### config.mk
export PLATFORM = sky130hd
export DESIGN_NAME = stw_mac_pe
export DESIGN_NICKNAME = d
export VERILOG_FILES = /design/src/rtl/stw_mac_pe.sv
export SDC_FILE = /design/constraint.sdc
export NUM_CORES = 1
export LEC_CHECK = 0
export CAP_MARGIN = 20
export CORE_AREA = 2 2 362 364
export CTS_CLUSTER_DIAMETER = 30
export CTS_CLUSTER_SIZE = 10
export DETAILED_ROUTE_END_ITERATION = 12
export DIE_AREA = 0 0 364 366
export GPL_TIMING_DRIVEN = 1
export PLACE_DENSITY = 0.52
export SLEW_MARGIN = 20
export SYNTH_ARGS = -nofsm -noshare
export SYNTH_HDL_FRONTEND = slang
export SYNTH_SLANG_ARGS = --single-unit
export TNS_END_PERCENT = 1
### constraint.sdc
create_clock -name clk -period 21.9 [get_ports clk]
set_input_delay 3.285 -clock clk [delete_from_list [all_inputs] [get_ports clk]]
set_output_delay 3.285 -clock clk [all_outputs]
set_load 0.05 [all_outputs]
### src/rtl/stw_mac_pe.sv
// MAC processing element for the systolic array with a built-in self-test window:
// stored test vectors run on the PE's own multiplier/adder while the datapath is frozen.
module stw_mac_pe #(
  parameter int WORD_SIZE   = 16,
  parameter int ACC_WIDTH   = 32,
  parameter int NUM_VEC     = 4,
  parameter int FAIL_THRESH = 1,
  localparam int VW = (NUM_VEC > 1) ? $clog2(NUM_VEC) : 1,
  localparam int CW = $clog2(NUM_VEC + 1)
) (
  input  logic                 clk,
  input  logic                 rst_n,
  input  logic                 fsm_op2_select_in,
  input  logic                 fsm_out_select_in,
  input  logic                 stat_bit_in,
  input  logic [WORD_SIZE-1:0] left_in,
  input  logic [ACC_WIDTH-1:0] top_in,
  output logic [WORD_SIZE-1:0] right_out,
  output logic [ACC_WIDTH-1:0] bottom_out,
  input  logic                 vec_wr_en,
  input  logic [VW-1:0]        vec_wr_addr,
  input  logic [WORD_SIZE-1:0] vec_op1,
  input  logic [WORD_SIZE-1:0] vec_op2,
  input  logic [ACC_WIDTH-1:0] vec_add,
  input  logic [ACC_WIDTH-1:0] vec_expected,
  input  logic                 stw_start,
  input  logic                 clear_fault,
  input  logic                 bypass_en,
  output logic                 stw_busy,
  output logic                 stw_done,
  output logic                 stw_pass,
  output logic [CW-1:0]        stw_fail_count,
  output logic                 faulty
);

  localparam int PW = 2 * WORD_SIZE + ACC_WIDTH;

  typedef enum logic [1:0] {S_IDLE, S_RUN, S_EVAL} state_t;

  state_t state, state_nxt;

  logic [WORD_SIZE-1:0] left_in_p0;
  logic [ACC_WIDTH-1:0] top_in_p0;
  logic [WORD_SIZE-1:0] stat_p0;
  logic [ACC_WIDTH-1:0] acc_p1;

  logic [WORD_SIZE-1:0] vop1_mem [NUM_VEC];
  logic [WORD_SIZE-1:0] vop2_mem [NUM_VEC];
  logic [ACC_WIDTH-1:0] vadd_mem [NUM_VEC];
  logic [ACC_WIDTH-1:0] vexp_mem [NUM_VEC];

  logic [VW-1:0]        idx;
  logic                 run;
  logic                 bypass;
  logic [WORD_SIZE-1:0] op1;
  logic [WORD_SIZE-1:0] op2;
  logic [ACC_WIDTH-1:0] addend;
  logic [ACC_WIDTH-1:0] sum;

  // Unsigned product, zero-extended then truncated to the accumulator width.
  function automatic logic [ACC_WIDTH-1:0] mac_sum(input logic [WORD_SIZE-1:0] a,
                                                   input logic [WORD_SIZE-1:0] b,
                                                   input logic [ACC_WIDTH-1:0] c);
    logic [PW-1:0] prod;
    prod = PW'(a) * PW'(b);
    return prod[ACC_WIDTH-1:0] + c;
  endfunction

  assign stw_busy = (state != S_IDLE);
  assign run      = (state == S_RUN);
  assign bypass   = faulty & bypass_en;

  // The self-test borrows the same multiplier/adder that the datapath uses.
  assign op1    = run ? vop1_mem[idx] : left_in_p0;
  assign op2    = run ? vop2_mem[idx] : (stat_bit_in ? stat_p0 : top_in_p0[WORD_SIZE-1:0]);
  assign addend = run ? vadd_mem[idx] : (stat_bit_in ? top_in_p0 : acc_p1);
  assign sum    = mac_sum(op1, op2, addend);

  assign right_out  = left_in_p0;
  assign bottom_out = (bypass || !fsm_out_select_in) ? top_in_p0 : acc_p1;

  always_ff @(posedge clk or negedge rst_n) begin
    if (!rst_n) state <= S_IDLE;
    else        state <= state_nxt;
  end

  always_comb begin
    state_nxt = state;
    case (state)
      S_IDLE:  if (stw_start) state_nxt = S_RUN;
      S_RUN:   if (idx == VW'(NUM_VEC - 1)) state_nxt = S_EVAL;
      S_EVAL:  state_nxt = S_IDLE;
      default: state_nxt = S_IDLE;
    endcase
  end

  // Stage p0 operand registers and p1 accumulator; all frozen during a test.
  always_ff @(posedge clk or negedge rst_n) begin
    if (!rst_n) begin
      left_in_p0 <= '0;
      top_in_p0  <= '0;
      stat_p0    <= '0;
      acc_p1     <= '0;
    end else if (!stw_busy) begin
      left_in_p0 <= left_in;
      top_in_p0  <= top_in;
      if (fsm_op2_select_in) stat_p0 <= top_in[WORD_SIZE-1:0];
      if (!bypass) acc_p1 <= sum;
    end
  end

  always_ff @(posedge clk or negedge rst_n) begin
    if (!rst_n) begin
      for (int i = 0; i < NUM_VEC; i++) begin
        vop1_mem[i] <= '0;
        vop2_mem[i] <= '0;
        vadd_mem[i] <= '0;
        vexp_mem[i] <= '0;
      end
    end else if (vec_wr_en && !stw_busy && (int'(vec_wr_addr) < NUM_VEC)) begin
      vop1_mem[vec_wr_addr] <= vec_op1;
      vop2_mem[vec_wr_addr] <= vec_op2;
      vadd_mem[vec_wr_addr] <= vec_add;
      vexp_mem[vec_wr_addr] <= vec_expected;
    end
  end

  always_ff @(posedge clk or negedge rst_n) begin
    if (!rst_n) begin
      idx            <= '0;
      stw_fail_count <= '0;
      stw_done       <= 1'b0;
      stw_pass       <= 1'b1;
      faulty         <= 1'b0;
    end else begin
      stw_done <= (state == S_EVAL);
      case (state)
        S_IDLE: begin
          if (clear_fault) faulty <= 1'b0;
          if (stw_start) begin
            idx            <= '0;
            stw_fail_count <= '0;
          end
        end
        S_RUN: begin
          if (sum != vexp_mem[idx]) stw_fail_count <= stw_fail_count + CW'(1);
          if (idx != VW'(NUM_VEC - 1)) idx <= idx + VW'(1);
        end
        S_EVAL: begin
          stw_pass <= (stw_fail_count == '0);
          if (stw_fail_count >= CW'(FAIL_THRESH)) faulty <= 1'b1;
        end
        default: ;
      endcase
    end
  end

endmodule

## Word-level counts from Yosys, hierarchy flattened

Cells that the tools add are included.

- Flip-flop bits (word level): 490
- Word-level logic and storage cells: 104
- Output and inout port bits: 55

- Muxes and demuxes: 38
- Eq/ne operators: 11
- Add/sub/neg operators: 3
- Reduce and logical (&&, ||, !) cells: 16
- $mul: 1
- Magnitude comparators: 4
- Bitwise gates (word level): 5

Operator list:

| cell | count |
|---|---|
| 128-bit bitwise mux | 2 |
| 32-bit two-way mux | 8 |
| 32-bit binary-select mux with 2-bit select | 2 |
| 64-bit bitwise mux | 2 |
| 16-bit two-way mux | 8 |
| 16-bit binary-select mux with 2-bit select | 2 |
| 32-bit demux with 2-bit select | 1 |
| 32-bit adder | 1 |
| 16-bit demux with 2-bit select | 1 |
| 16-bit by 16-bit multiplier with 32-bit output | 1 |
| 32-bit inequality test | 1 |
| 3-bit AND reduction | 3 |
| 2-bit two-way mux | 4 |
| 2-bit by 1-bit inequality test with 1-bit output (second input constant) | 4 |
| 2-bit case mux with 2 select lines | 2 |
| 3-bit >= comparator (second input constant) | 2 |
| 3-bit two-way mux | 2 |
| 2-bit inequality test (second input constant) | 3 |
| 2-bit inverter with 3-bit output | 2 |
| 3-bit case mux with 2 select lines | 1 |
| 2-bit AND reduction | 3 |
| 2-bit nonzero test | 3 |
| 2-bit equality test (second input constant) | 2 |
| 3-bit by 1-bit adder with 3-bit output (second input constant) | 1 |
| 13 further kinds | 17 |

## Longest topological paths before layout

- Depth after elaboration: 10
- Gate-level depth with buffers: 36
- Depth with buffers taken out: 29

## Worst setup path before layout

Ideal clock, no wire load.

- Path kind: input-to-reg
- From: in stat_bit_in
- To: reg stw_fail_count[0]
- Setup slack: 11.337 ns
- Stages on the path: 28
- Buffers on the path: 2
- Data required time: 21.775 ns
- Arrival: 10.438 ns
- Library setup time: 0.125 ns
- Path through: buf_1 mux2i_1 nor2_1 a21oi_1 clkbuf_1 nor2_1 fa_1 inv_1 fa_1 fa_1 fa_1 inv_1 fa_1 inv_1 fa_1 inv_1 ha_1 a21oi_1 o21ai_0 a32o_1 a21oi_1 and2_1 o21ai_1 a311o_1 nor4_1 a41oi_1 and2_1 mux2_4

- Cells in the longest elaborated chain, start to end: 7
- Elaborated cells on any way between the ends: 9
- Those cells by class: add/sub (1); mul (1); eq/ne (2); mux (4); reduce/logical (1)

Ends and longest elaborated chain:

| element | RTL line | text |
|---|---|---|
| from (decl) | 15 | `input logic stat_bit_in,` |
| 16-bit two-way mux (2 in a row) | 75 | `assign op2 = run ? vop2_mem[idx] : (stat_bit_in ? stat_p0 : top_in_p0[WORD_SIZE-1:0]);` |
| 16-bit by 16-bit multiplier with 32-bit output | 65 | `prod = PW'(a) * PW'(b);` |
| 32-bit adder * | 66 | `return prod[ACC_WIDTH-1:0] + c;` |
| 32-bit inequality test * | 146 | `if (sum != vexp_mem[idx]) stw_fail_count <= stw_fail_count + CW'(1);` |
| 2-bit by 1-bit inequality test with 1-bit output (no source line) * | -- |  |
| 3-bit AND reduction (no source line) * | -- |  |
| to (signal assigned) | 146 |  |
| to (decl) | 32 | `output logic [CW-1:0] stw_fail_count,` |

Every way passes the cells marked *; elsewhere a longest branch is shown, timed or not.
A chain may end at the register's enable or synchronous reset.

## Worst setup path in the final report

- From: in stat_bit_in
- To: reg stw_fail_count[2]

Same word-level chain as after synthesis.

==> run metrics <==
status=complete, no violations; CP Class=input pin to flip-flop; initial DRC count=1381; Fin Setup TNS=0 ns; R2R Path End=stw_fail_count[2]; Critical Path Max Stage Delay=0.94 ns; routed vias=21533; TritonCTS Buffers=100; unrepaired setup endpoints after global routing=false; Layout area overhead=24.0%; Global Route Usage Sum=0.154; drt via density=4.57; sequential area share after synthesis=0.381; DRT Pass-1 Iters=7; register-to-register setup slack=11.89 ns; Post-CTS Resized=0; Clock Tree Buf Depth=3; Hold Path Origin=vexp_mem[87]; Final Critical Period=11.73 ns; clock root buffer master=clkbuf_16; IO Pins=210; utilization after layout=0.309; RR Startpoint=state[0]; largest net degree at the start of global routing=155; Synth area leader=dfrtp_1; residual DRC count=0; number of I/O port buffers=209; worst hold path type=flip-flop to flip-flop; die width=364 um; height of the die=366 um; synthesized area=0.0322 mm2; Tcrit/Tclk final=0.535; Starting Density=0.249; Syn Inst Count=2667; Post-synth EDFFs=0; vias in the first global route=22985; CP top delay family=adder cells; Max Fanout on Critical Path=45; Setup-failing EPs final=0; Post-DP HPWL=75700 um; Worst-Skew Late Latency=0.67 ns; Slew @ Worst Pin=1.16 ns; CP Buf/Inv Count=5; depth of the most critical reg-to-reg path=27; gp weighted congestion=0.908; top-area cell type share of the netlist area=0.380; CTS tree=built; worst rel slew slack=0.220; Remaining Overflow, GRT=0; crit path capture type=flip-flop; Crit-path slowest cell=o21ai_1; Row Count=132; Post-CTS Setup Repair Bufs=0; DR WL/cell=21.6 um; max cap viols=0; Most common cell on crit path=fa_1; Worst EP required=22.44 ns; Placeable Area=0.129 mm2; Syn Area/Cell=12.1 um2; f_max=0.0853 GHz; die area=0.133 mm2; Ys Warns=0; Startpoint Class=input pin; Top Layer Used=met5; global-route wire length before repair=154000 um; CTS sink cnt=490; Routed met3 length=4890 um; Async SR Flop Fraction=1.00; post-synthesis cell type count=66; Layout fillers=13114; top cells by area, synth=dfrtp_1, mux2_2, fa_1, mux4_2, ha_1; DR WL met2=49300 um; Hold Fails Final Rpt=0; CTS clk-pin slew, worst paths=0.04 ns; hold_buf cts=0; share of layout cells above drive strength 1=0.281; Synth Flop Type=dfrtp_1; critical path depth=26; antenna-violating nets left=0; initial antenna violation count=4; fin. max-slew vios=0; H-tree levels=3; clock skew=0.0256 ns; Routed WL=102000 um; Worst EP arrival=12.26 ns; Hold Path End=vexp_mem[87]; #FFs+latches synth=490; Post-Syn Nets=3150; wire length on met1=44100 um; WHS Path Cells=1; # nets final=3370
==> worst reg2reg max path: cells and delay by family (launching register included) <==
kind,cells,cell delay [ns]
fa+ha+maj,7,3.56
buf+inv,6,0.91
xor+xnor,2,0.64
mux,1,1.08
flops,1,0.48
simple gates,4,1.43
compound gates,7,1.79
==> worst max-delay path by stage <==
| stage | from | endpoint | slack, ns |
|---|---|---|---|
| 5_1_grt | stat_bit_in | stw_fail_count[2] | 9.74 |
| 3_5_place_dp | stat_bit_in | stw_fail_count[2] | 9.63 |
| 2_1_floorplan | stat_bit_in | stw_fail_count[0] | 11.34 |
| 3_3_place_gp | stat_bit_in | stw_fail_count[2] | 9.69 |
| 4_1_cts | stat_bit_in | stw_fail_count[2] | 10.35 |
| 6_report | stat_bit_in | stw_fail_count[2] | 10.17 |
==> final cells by class <==
class / instances / area (um2) / area share
multi-input combinational: 1725 / 18200 / 0.456
sequential: 490 / 12300 / 0.308
clock buffer: 118 / 2720 / 0.0682
timing repair buffer: 248 / 2440 / 0.0612
tap: 1742 / 2180 / 0.0546
inverter: 322 / 1210 / 0.0303
clock inverter: 67 / 861 / 0.0216
antenna: 3 / 7.51 / 0.000188
==> state kept, by name (all words and copies together) (netlist names) <==
signal and cells:
acc_p1 32, faulty 1, idx 2, right_out 16, stat_p0 16, state 2
stw_done 1, stw_fail_count 3, stw_pass 1, top_in_p0 32, vadd_mem 128, vexp_mem 128
vop1_mem 64, vop2_mem 64
==> cell usage after synthesis (all sizes together) (6+ instances only) <==
cell type,n
nand4,16
xor2,23
ha,103
nand2,208
nor2,174
nand2b,10
inv,322
and2,8
a31oi,6
nor4,7
mux4,95
mux2i,71
dfrtp,489
nand3,7
clkbuf,88
a21o,12
nor3,14
a211oi,7
xnor2,31
o21a,13
o21ai,73
o21bai,6
mux2,505
buf,42
a21oi,55
xnor3,6
fa,225
==> logic make-up (layout without fill, tap and decap cells) <==
| kind of cell | after synthesis | after routing | share of synthesized area |
|---|---|---|---|
| mux | 671 | 671 | 0.267 |
| flops | 490 | 490 | 0.381 |
| simple gates | 464 | 464 | 0.0604 |
| buf+inv | 452 | 755 | 0.0543 |
| fa+ha+maj | 328 | 328 | 0.180 |
| compound gates | 202 | 202 | 0.0387 |
| xor+xnor | 60 | 60 | 0.0189 |
| other cells | 0 | 3 | 0 |
==> per-stage QoR <==
step,instances,setup slack [ns],cell area (um2),hold slack [ns]
after floorplan,2667,11.34,32200,0.459
after global placement,4525,9.69,36300,0.479
after detailed placement,4527,9.63,36300,0.477
after CTS,4712,10.35,39900,0.497
after global routing,4713,9.74,39900,0.499
final,4715,10.17,39900,0.492
==> metal layers <==
| metal | vias to the layer above | GRT usage |
|---|---|---|
| met3 | 141 | 0.0252 |
| met4 | 2 | 0.0555 |
| met2 | 582 | 0.255 |
| li1 | 9517 | - |
| met5 | - | 0 |
| met1 | 11291 | 0.203 |
==> placed cells by master, fill, tap and decap left out, drive strengths merged, types with 14 or more instances in the layout <==
master         instances
nand2                208
bufinv                17
xor2                  23
inv                  331
nand4                 16
a21oi                 55
nor2                 174
clkinv                28
ha                   103
mux4                  95
fa                   225
dfrtp                489
mux2                 505
nor3                  14
buf                   41
clkdlybuf4s50        207
o21ai                 73
mux2i                 71
xnor2                 31
clkbuf               118
Power is not shown: default switching activity piles up to over one toggle a cycle in this logic, so the estimate is an artifact.
